<file path="src/rtl/eth_pll_ctrl_pkg.sv">
// Shared definitions for the Ethernet PLL power-up / lock supervisor.
package eth_pll_ctrl_pkg;

  localparam int STATE_W = 3;

  typedef enum logic [STATE_W-1:0] {
    PWRDN     = 3'd0,
    WAIT_LOCK = 3'd1,
    STABLE    = 3'd2,
    RUN       = 3'd3,
    FAULT     = 3'd4
  } pll_state_t;

  // Largest of the three phase lengths, used to size the shared counter
  function automatic int cnt_max(input int a, input int b, input int c);
    int m;
    m = a;
    if (b > m) m = b;
    if (c > m) m = c;
    return m;
  endfunction

endpackage

</file>
<file path="src/rtl/sync2.sv">
// Two-flop synchronizer for a single asynchronous status bit.
module sync2 (
  input  logic clk,
  input  logic rst_n,
  input  logic d,
  output logic q
);

  logic meta;

  // Resample the async input twice so downstream logic sees a settled level
  always_ff @(posedge clk or negedge rst_n) begin
    if (!rst_n) begin
      meta <= 1'b0;
      q    <= 1'b0;
    end else begin
      meta <= d;
      q    <= meta;
    end
  end

endmodule

</file>
<file path="src/rtl/eth_pll_ctrl.sv">
// Sequences PLL power-down, lock acquisition and lock qualification, and holds
// the Ethernet clock domain in reset until the PLL has been stable long enough.
module eth_pll_ctrl
  import eth_pll_ctrl_pkg::*;
#(
  parameter int PD_CYCLES     = 16,
  parameter int LOCK_TIMEOUT  = 4096,
  parameter int STABLE_CYCLES = 256
) (
  input  logic               sys_clk_pad_i,
  input  logic               rst_n_pad_i,
  input  logic               pll_lock_i,
  input  logic               restart_i,
  output logic               pll_powerdown_n_o,
  output logic               eth_rst_o,
  output logic               pll_ok_o,
  output logic [7:0]         relock_cnt_o,
  output logic [STATE_W-1:0] state_o
);

  localparam int CNT_W = $clog2(cnt_max(PD_CYCLES, LOCK_TIMEOUT, STABLE_CYCLES) + 1);

  localparam logic [CNT_W-1:0] PD_LOAD     = CNT_W'(PD_CYCLES);
  localparam logic [CNT_W-1:0] TO_LOAD     = CNT_W'(LOCK_TIMEOUT);
  localparam logic [CNT_W-1:0] STABLE_LOAD = CNT_W'(STABLE_CYCLES);
  localparam logic [CNT_W-1:0] CNT_ONE     = CNT_W'(1);

  logic             lock_s;
  pll_state_t       state;
  pll_state_t       nxt_state;
  logic [CNT_W-1:0] cnt;
  logic [CNT_W-1:0] nxt_cnt;
  logic             fault_hit;

  sync2 u_lock_sync (
    .clk   (sys_clk_pad_i),
    .rst_n (rst_n_pad_i),
    .d     (pll_lock_i),
    .q     (lock_s)
  );

  // Next-state and shared-counter decode; restart wins over any fault condition
  always_comb begin
    nxt_state = state;
    nxt_cnt   = (cnt != '0) ? cnt - CNT_ONE : cnt;
    fault_hit = 1'b0;

    if (restart_i) begin
      nxt_state = PWRDN;
    end else begin
      case (state)
        PWRDN: begin
          if (cnt == CNT_ONE) nxt_state = WAIT_LOCK;
        end
        WAIT_LOCK: begin
          if (lock_s) begin
            nxt_state = STABLE;
          end else if (cnt == CNT_ONE) begin
            nxt_state = FAULT;
            fault_hit = 1'b1;
          end
        end
        STABLE: begin
          if (!lock_s) begin
            nxt_state = FAULT;
            fault_hit = 1'b1;
          end else if (cnt == CNT_ONE) begin
            nxt_state = RUN;
          end
        end
        RUN: begin
          if (!lock_s) begin
            nxt_state = FAULT;
            fault_hit = 1'b1;
          end
        end
        FAULT:   nxt_state = PWRDN;
        default: nxt_state = PWRDN;
      endcase
    end

    if (restart_i || (nxt_state != state)) begin
      case (nxt_state)
        PWRDN:     nxt_cnt = PD_LOAD;
        WAIT_LOCK: nxt_cnt = TO_LOAD;
        STABLE:    nxt_cnt = STABLE_LOAD;
        default:   nxt_cnt = '0;
      endcase
    end
  end

  // State, counter and all outputs registered together so eth_rst_o is glitch-free
  always_ff @(posedge sys_clk_pad_i or negedge rst_n_pad_i) begin
    if (!rst_n_pad_i) begin
      state             <= PWRDN;
      cnt               <= PD_LOAD;
      pll_powerdown_n_o <= 1'b0;
      eth_rst_o         <= 1'b1;
      pll_ok_o          <= 1'b0;
      relock_cnt_o      <= 8'd0;
    end else begin
      state             <= nxt_state;
      cnt               <= nxt_cnt;
      pll_powerdown_n_o <= (nxt_state != PWRDN);
      eth_rst_o         <= (nxt_state != RUN);
      pll_ok_o          <= (nxt_state == RUN);
      if (fault_hit && (relock_cnt_o != 8'hFF)) begin
        relock_cnt_o <= relock_cnt_o + 8'd1;
      end
    end
  end

  assign state_o = state;

endmodule

</file>
<file path="config.mk">
export PLATFORM = sky130hd
export DESIGN_NAME = eth_pll_ctrl
export DESIGN_NICKNAME = d
export VERILOG_FILES = /design/src/rtl/eth_pll_ctrl_pkg.sv /design/src/rtl/sync2.sv /design/src/rtl/eth_pll_ctrl.sv
export SDC_FILE = /design/constraint.sdc
export NUM_CORES = 1
export LEC_CHECK = 0
export BUFFER_PORTS_ARGS = -buffer_cell sky130_fd_sc_hd__buf_2
export CORE_MARGIN = 4
export CORE_UTILIZATION = 45
export DETAILED_ROUTE_END_ITERATION = 7
export PLACE_DENSITY = 0.66
export SLEW_MARGIN = 20
export SYNTH_ARGS = -nofsm -noshare
export SYNTH_HDL_FRONTEND = slang
export SYNTH_SLANG_ARGS = --single-unit
</file>
<file path="constraint.sdc">
create_clock -name sys_clk_pad_i -period 3.1 [get_ports sys_clk_pad_i]
set_clock_uncertainty 0.1 [all_clocks]
set_input_delay 0.465 -clock sys_clk_pad_i [delete_from_list [all_inputs] [get_ports sys_clk_pad_i]]
set_output_delay 0.465 -clock sys_clk_pad_i [all_outputs]
set_load 0.03 [all_outputs]
</file>
Yosys cells after proc, flatten, opt, wreduce, memory -nomap -nowiden --
Cells that the tools add are included.
Storage, ports and cells: input port bits 4, output and inout bits 14, logic and storage cells 44, flip-flop bits (word level) 29
Operators by class: add/subtract/negate cells 2, muxes and demuxes 16, eq/ne operators 10, reductions and logical operators 8
Operator list (number):
- one-hot mux 13 bit (3 select lines) | 1
- 2-to-1 mux 13 bit | 2
- 2-to-1 mux 3 bit | 7
- equality test 13 x 1 -> 1 bit (second input constant) | 1
- nonzero test 13 bit | 1
- subtractor 13 x 1 -> 13 bit (second input constant) | 1
- equality test 3 x 2 -> 1 bit (second input constant) | 4
- one-hot mux 3 bit (4 select lines) | 1
- adder 8 x 1 -> 8 bit (second input constant) | 1
- != test 8 bit (second input constant) | 1
- equality test 3 x 1 -> 1 bit (second input constant) | 2
- zero test 3 bit | 2
- 2-to-1 mux 1 bit | 4
- != test 3 x 2 -> 1 bit (second input constant) | 1
- != test 3 bit | 1
- nonzero test 3 bit | 1
- one-hot mux 1 bit (2 select lines) | 1
- nonzero test 2 bit | 1
- OR reduction 2 bit | 1
- logical AND 1 bit | 1
- logical OR 1 bit | 1

Longest topological paths before layout --
word-level depth 8, mapped depth 8

By module --
A second synthesis with hierarchy kept.
Unflattened totals: cells, all modules 141, area, all modules 1493.9 sq um
Modules (own cells, without submodules):
- eth_pll_ctrl | area each 1443.9 sq um, cells each 139, times used 1, sequential area each 678.2 sq um
- sync2 | area each 50.0 sq um, cells each 2, times used 1, sequential area each 50.0 sq um

Least setup slack after synthesis --
Ideal clock, no wire load.
kind flip-flop to flip-flop, start register state[0], in the netlist state_o[0], end register relock_cnt_o[1], library setup time 0.125 ns, data required time 2.875 ns, cell stages (with the launch flop) 7, arrival time 1.755 ns, buffers on the path 1, path slack 1.120 ns, path through dfrtp_1 -> buf_2 -> nor4b_1 -> and4_4 -> o21ai_4 -> nor2_4 -> mux2_2
On the way: longest elaborated chain between the ends 5, elaborated cells on any way between the ends 7, those cells by class eq/ne: 3; mux: 2; reduce/logical: 2
RTL lines:
- from (decl) | line eth_pll_ctrl.sv:29 | pll_state_t state;
- from (signal assigned) | line eth_pll_ctrl.sv:102 | state <= nxt_state;
- equality test 3 x 2 -> 1 bit | line eth_pll_ctrl.sv:51 | case (state)
- OR reduction 2 bit (no line)
- one-hot mux 1 bit (2 select lines) (*) | line eth_pll_ctrl.sv:51
- 2-to-1 mux 1 bit (*) | line eth_pll_ctrl.sv:48 | if (restart_i) begin
- logical AND 1 bit (*) | line eth_pll_ctrl.sv:107 | if (fault_hit && (relock_cnt_o != 8'hFF)) begin
- to (signal assigned) | line eth_pll_ctrl.sv:108 | relock_cnt_o <= relock_cnt_o + 8'd1;
- to (decl) | line eth_pll_ctrl.sv:17 | output logic [7:0] relock_cnt_o,
Mark *: on every way between the ends. The rest lies on a longest branch, timed or not. A chain may end at the register's enable or synchronous reset.

Final worst setup path --
start register cnt[9], end register cnt[8]
On the way: longest elaborated chain between the ends 8, elaborated cells on any way between the ends 17, those cells by class eq/ne: 4; mux: 9; reduce/logical: 4
RTL lines:
- from (decl) | line eth_pll_ctrl.sv:31 | logic [CNT_W-1:0] cnt;
- from (signal assigned) | line eth_pll_ctrl.sv:103 | cnt <= nxt_cnt;
- equality test 13 x 1 -> 1 bit | line eth_pll_ctrl.sv:53, eth_pll_ctrl.sv:58, eth_pll_ctrl.sv:67
- 2-to-1 mux 3 bit, on equally long branches | line eth_pll_ctrl.sv:67, eth_pll_ctrl.sv:58
- 2-to-1 mux 3 bit, on equally long branches | line eth_pll_ctrl.sv:64, eth_pll_ctrl.sv:56
- one-hot mux 3 bit (4 select lines) | line eth_pll_ctrl.sv:51
- 2-to-1 mux 3 bit | line eth_pll_ctrl.sv:48
- equality test 3 x 2 -> 1 bit, or another cell as far along | line eth_pll_ctrl.sv:83 | case (nxt_state)
- one-hot mux 13 bit (3 select lines) / logical OR 1 bit (equally long branches) | line eth_pll_ctrl.sv:83, eth_pll_ctrl.sv:82
- 2-to-1 mux 13 bit / nonzero test 2 bit (equally long branches)
Several ways; a longest one is shown, not always the timed one.

==> impl_metrics.env <==
export IMPL_status="complete, no violations"
export IMPL_postRouteAntennaNets=0
export IMPL_ys_ff_latch=29
export IMPL_ctsResizeCount=0
export IMPL_drc_errors=0
export IMPL_cts_setup_buffers=0
export IMPL_drive_gt1_share_pct=24.5
export IMPL_max_stage_delay_ns=0.49
export IMPL_netlist_top_cells_count="dfrtp_1 (27), nor2_1 (17), xor2_1 (12)"
export IMPL_finalCriticalPeriod_ns=2.23
export IMPL_synthFlopType="dfrtp_1"
export IMPL_critPathBufInv=0
export IMPL_port_buffers=17
export IMPL_rows=20
export IMPL_syn_avg_cell_area_um2=10.6
export IMPL_grt_start_max_net_pins=30
export IMPL_slew_headroom_pct=57.6
export IMPL_nets=170
export IMPL_die_h_um=65.6
export IMPL_crit_cells=5
export IMPL_ff2ff_path_depth=5
export IMPL_critPathCapture="cnt[8]$_DFFE_PN0P_"
export IMPL_htreeDepth=2
export IMPL_viasPerCell=5.50
export IMPL_grt_pass1_wl_um=4870
export IMPL_core_area_mm2=0.00310
export IMPL_maxCapViolCount=0
export IMPL_dr_pass1_iters=4
export IMPL_rr_endpoint="cnt[8]$_DFFE_PN0P_"
export IMPL_via_count=1139
export IMPL_fill_cells=298
export IMPL_numClockSinks=29
export IMPL_areaGrowthSynthToFinish_pct=13.1
export IMPL_yosys_area_top_type="dfrtp_1"
export IMPL_dpl_hpwl_um=2130
export IMPL_rsz0062_at_grt="false"
export IMPL_synthTopCellsByArea="dfrtp_1 (45%), xor2_1 (7.0%), nor2_1 (4.3%)"
export IMPL_r2r_slack_ns=0.87
export IMPL_worst_pin_slew_ns=0.635
export IMPL_timing_fmax_mhz=449
export IMPL_drt_iter0_drc=109
export IMPL_insertion_delay_ns=0.32
export IMPL_gp_congestion=0.790
export IMPL_ys_warn_count=0
export IMPL_synth_edff_count=0
export IMPL_synth_cell_type_count=43
export IMPL_period_share_pct=71.9
export IMPL_hold_buffers=0
export IMPL_endpoint_kind="register"
export IMPL_synth_seq_area_share_pct=48.7
export IMPL_crit_fanout=12
export IMPL_cp_start_kind="register"
export IMPL_drv_slew=0
export IMPL_cp_required_ns=3.20
export IMPL_crit_chain="nor3_1 -> and4_1 -> o21a_1 -> nand2b_1 -> o32ai_1"
export IMPL_setup_violations=0
export IMPL_antenna_cells=0
export IMPL_yosysMostFrequentCell="dfrtp_1"
export IMPL_ioPinCount=18
export IMPL_start_util_pct=48.1
export IMPL_ctsLongestPathBuffers=2
export IMPL_hold_violations=0
export IMPL_r2r_start="cnt[9]$_DFFE_PN0P_"
export IMPL_vdd_drop_max_v=0.000365
export IMPL_cts_tree="built"
export IMPL_gr_total_overflow=0
export IMPL_finalSetupTns_ns=0
export IMPL_crit_type="register to register"
export IMPL_async_flop_share_pct=100
export IMPL_antenna_found_initial=0
export IMPL_numCtsBuffers=5
export IMPL_syn_area_mm2=0.00149
export IMPL_leakagePower_nw=0.815
export IMPL_wire_per_inst_um=14.0
export IMPL_grt_pass1_vias=1065
export IMPL_hold_path_class="input port to asynchronous set/reset pin"
export IMPL_dieWidth_um=65.6
export IMPL_fin_hold_ws_ns=0.0533
export IMPL_grt_total_usage_pct=14.9
export IMPL_fin_util_pct=54.4
export IMPL_routed_wl_um=2890
export IMPL_cp_startpoint="cnt[9]$_DFFE_PN0P_"
export IMPL_dieArea_mm2=0.00431
export IMPL_cp_arrival_ns=2.32
export IMPL_crit_family="simple AND/OR/NAND/NOR gates"
export IMPL_pwr_density_cell_mw_per_mm2=822
export IMPL_syn_instance_count=141
export IMPL_synth_top_area_share_pct=45.2
export IMPL_cp_slowest_cell="nor3_1"
export IMPL_cts_root_buffer="clkbuf_4"
export IMPL_clk_pin_slew_worst_paths_ns=0.09
export IMPL_synth_net_count=149
==> cells by family after synthesis <==
family                     share of synthesized area, %
muxes                                              1.42
DFF                                                48.7
adders and majority gates                          3.35
AOI/OAI and AO/OA                                  9.30
xor gates and xnor gates                           8.21
buffers and inverters                              2.76
and+or+nand+nor                                    26.2
==> worst register-to-register path: stages (launching register included) <==
cell and delay [ns]:
dfrtp_1 0.44, nor3_1 0.49, and4_1 0.39, o21a_1 0.40, nand2b_1 0.19, o32ai_1 0.10
==> flip-flops by register name, indices dropped and copies added (netlist names) <==
name and cells:
state_o 3, pll_ok_o 1, u_lock_sync.meta 1, pll_powerdown_n_o 1, eth_rst_o 1, relock_cnt_o 8
u_lock_sync.q 1, cnt 13
==> power by group <==
group | switching (mW) | internal, mW
combinational | 0.318 | 0.229
clock | 0.132 | 0.131
sequential | 0.116 | 0.461
==> worst min-delay path by stage <==
stage / to / slack (ns)
2_1_floorplan: cnt[0]$_DFFE_PN0P_ / 0.07
3_3_place_gp: u_lock_sync.q$_DFF_PN0_ / 0.24
3_5_place_dp: u_lock_sync.q$_DFF_PN0_ / 0.24
4_1_cts: cnt[10]$_DFFE_PN0P_ / 0.07
5_1_grt: cnt[11]$_DFFE_PN0P_ / 0.10
6_report: cnt[11]$_DFFE_PN0P_ / 0.05
==> cells in the final DEF (no fill, tap or decap), types with 2 or more instances in the layout <==
cell type | netlist | final
dfrtp_1 | 27 | 27
nor2_1 | 17 | 17
buf_2 | 3 | 17
xor2_1 | 12 | 12
nand2_1 | 8 | 8
nand3_1 | 7 | 7
a21oi_1 | 6 | 6
inv_1 | 5 | 5
clkbuf_4 | 0 | 5
nor3_2 | 4 | 4
ha_1 | 4 | 4
nor3_1 | 3 | 3
nor3b_1 | 3 | 3
o21ai_0 | 3 | 3
nand2b_1 | 3 | 3
nand4b_1 | 3 | 3
nor4b_1 | 2 | 2
nand4_1 | 2 | 2
xnor2_1 | 2 | 2
and3_1 | 2 | 2
clkbuf_8 | 0 | 2
dfstp_2 | 2 | 2
==> cell type report <==
| class | count | area, um2 | area share, % |
|---|---|---|---|
| Sequential cell | 29 | 728 | 43.1 |
| Multi-Input combinational cell | 103 | 724 | 42.9 |
| Timing Repair Buffer | 18 | 92.6 | 5.48 |
| Clock buffer | 7 | 65.1 | 3.85 |
| Tap cell | 44 | 55.1 | 3.26 |
| Inverter | 5 | 18.8 | 1.11 |
| Clock inverter | 1 | 5.00 | 0.296 |
==> through the flow <==
stage / std cells / worst slack, ns / total power, mW / cell area [um2]
floorplan: 141 / 1.12 / 0.990 / 1490
global placement: 199 / 1.01 / 1.09 / 1620
detailed placement: 199 / 0.893 / 1.13 / 1620
CTS: 207 / 0.877 / 1.40 / 1690
global route: 207 / 0.697 / 1.49 / 1690
finish: 207 / 0.872 / 1.39 / 1690
==> routing by layer <==
metal | vias up | share of wire, % | global-route usage, %
met4 | 0 | 1.3 | 5.44
li1 | 544 | - | -
met5 | - | 0 | 0
met2 | 31 | 47 | 23.3
met1 | 559 | 45 | 19.5
met3 | 5 | 6.8 | 4.27
Note: power is estimated with default switching activity, not from simulation.
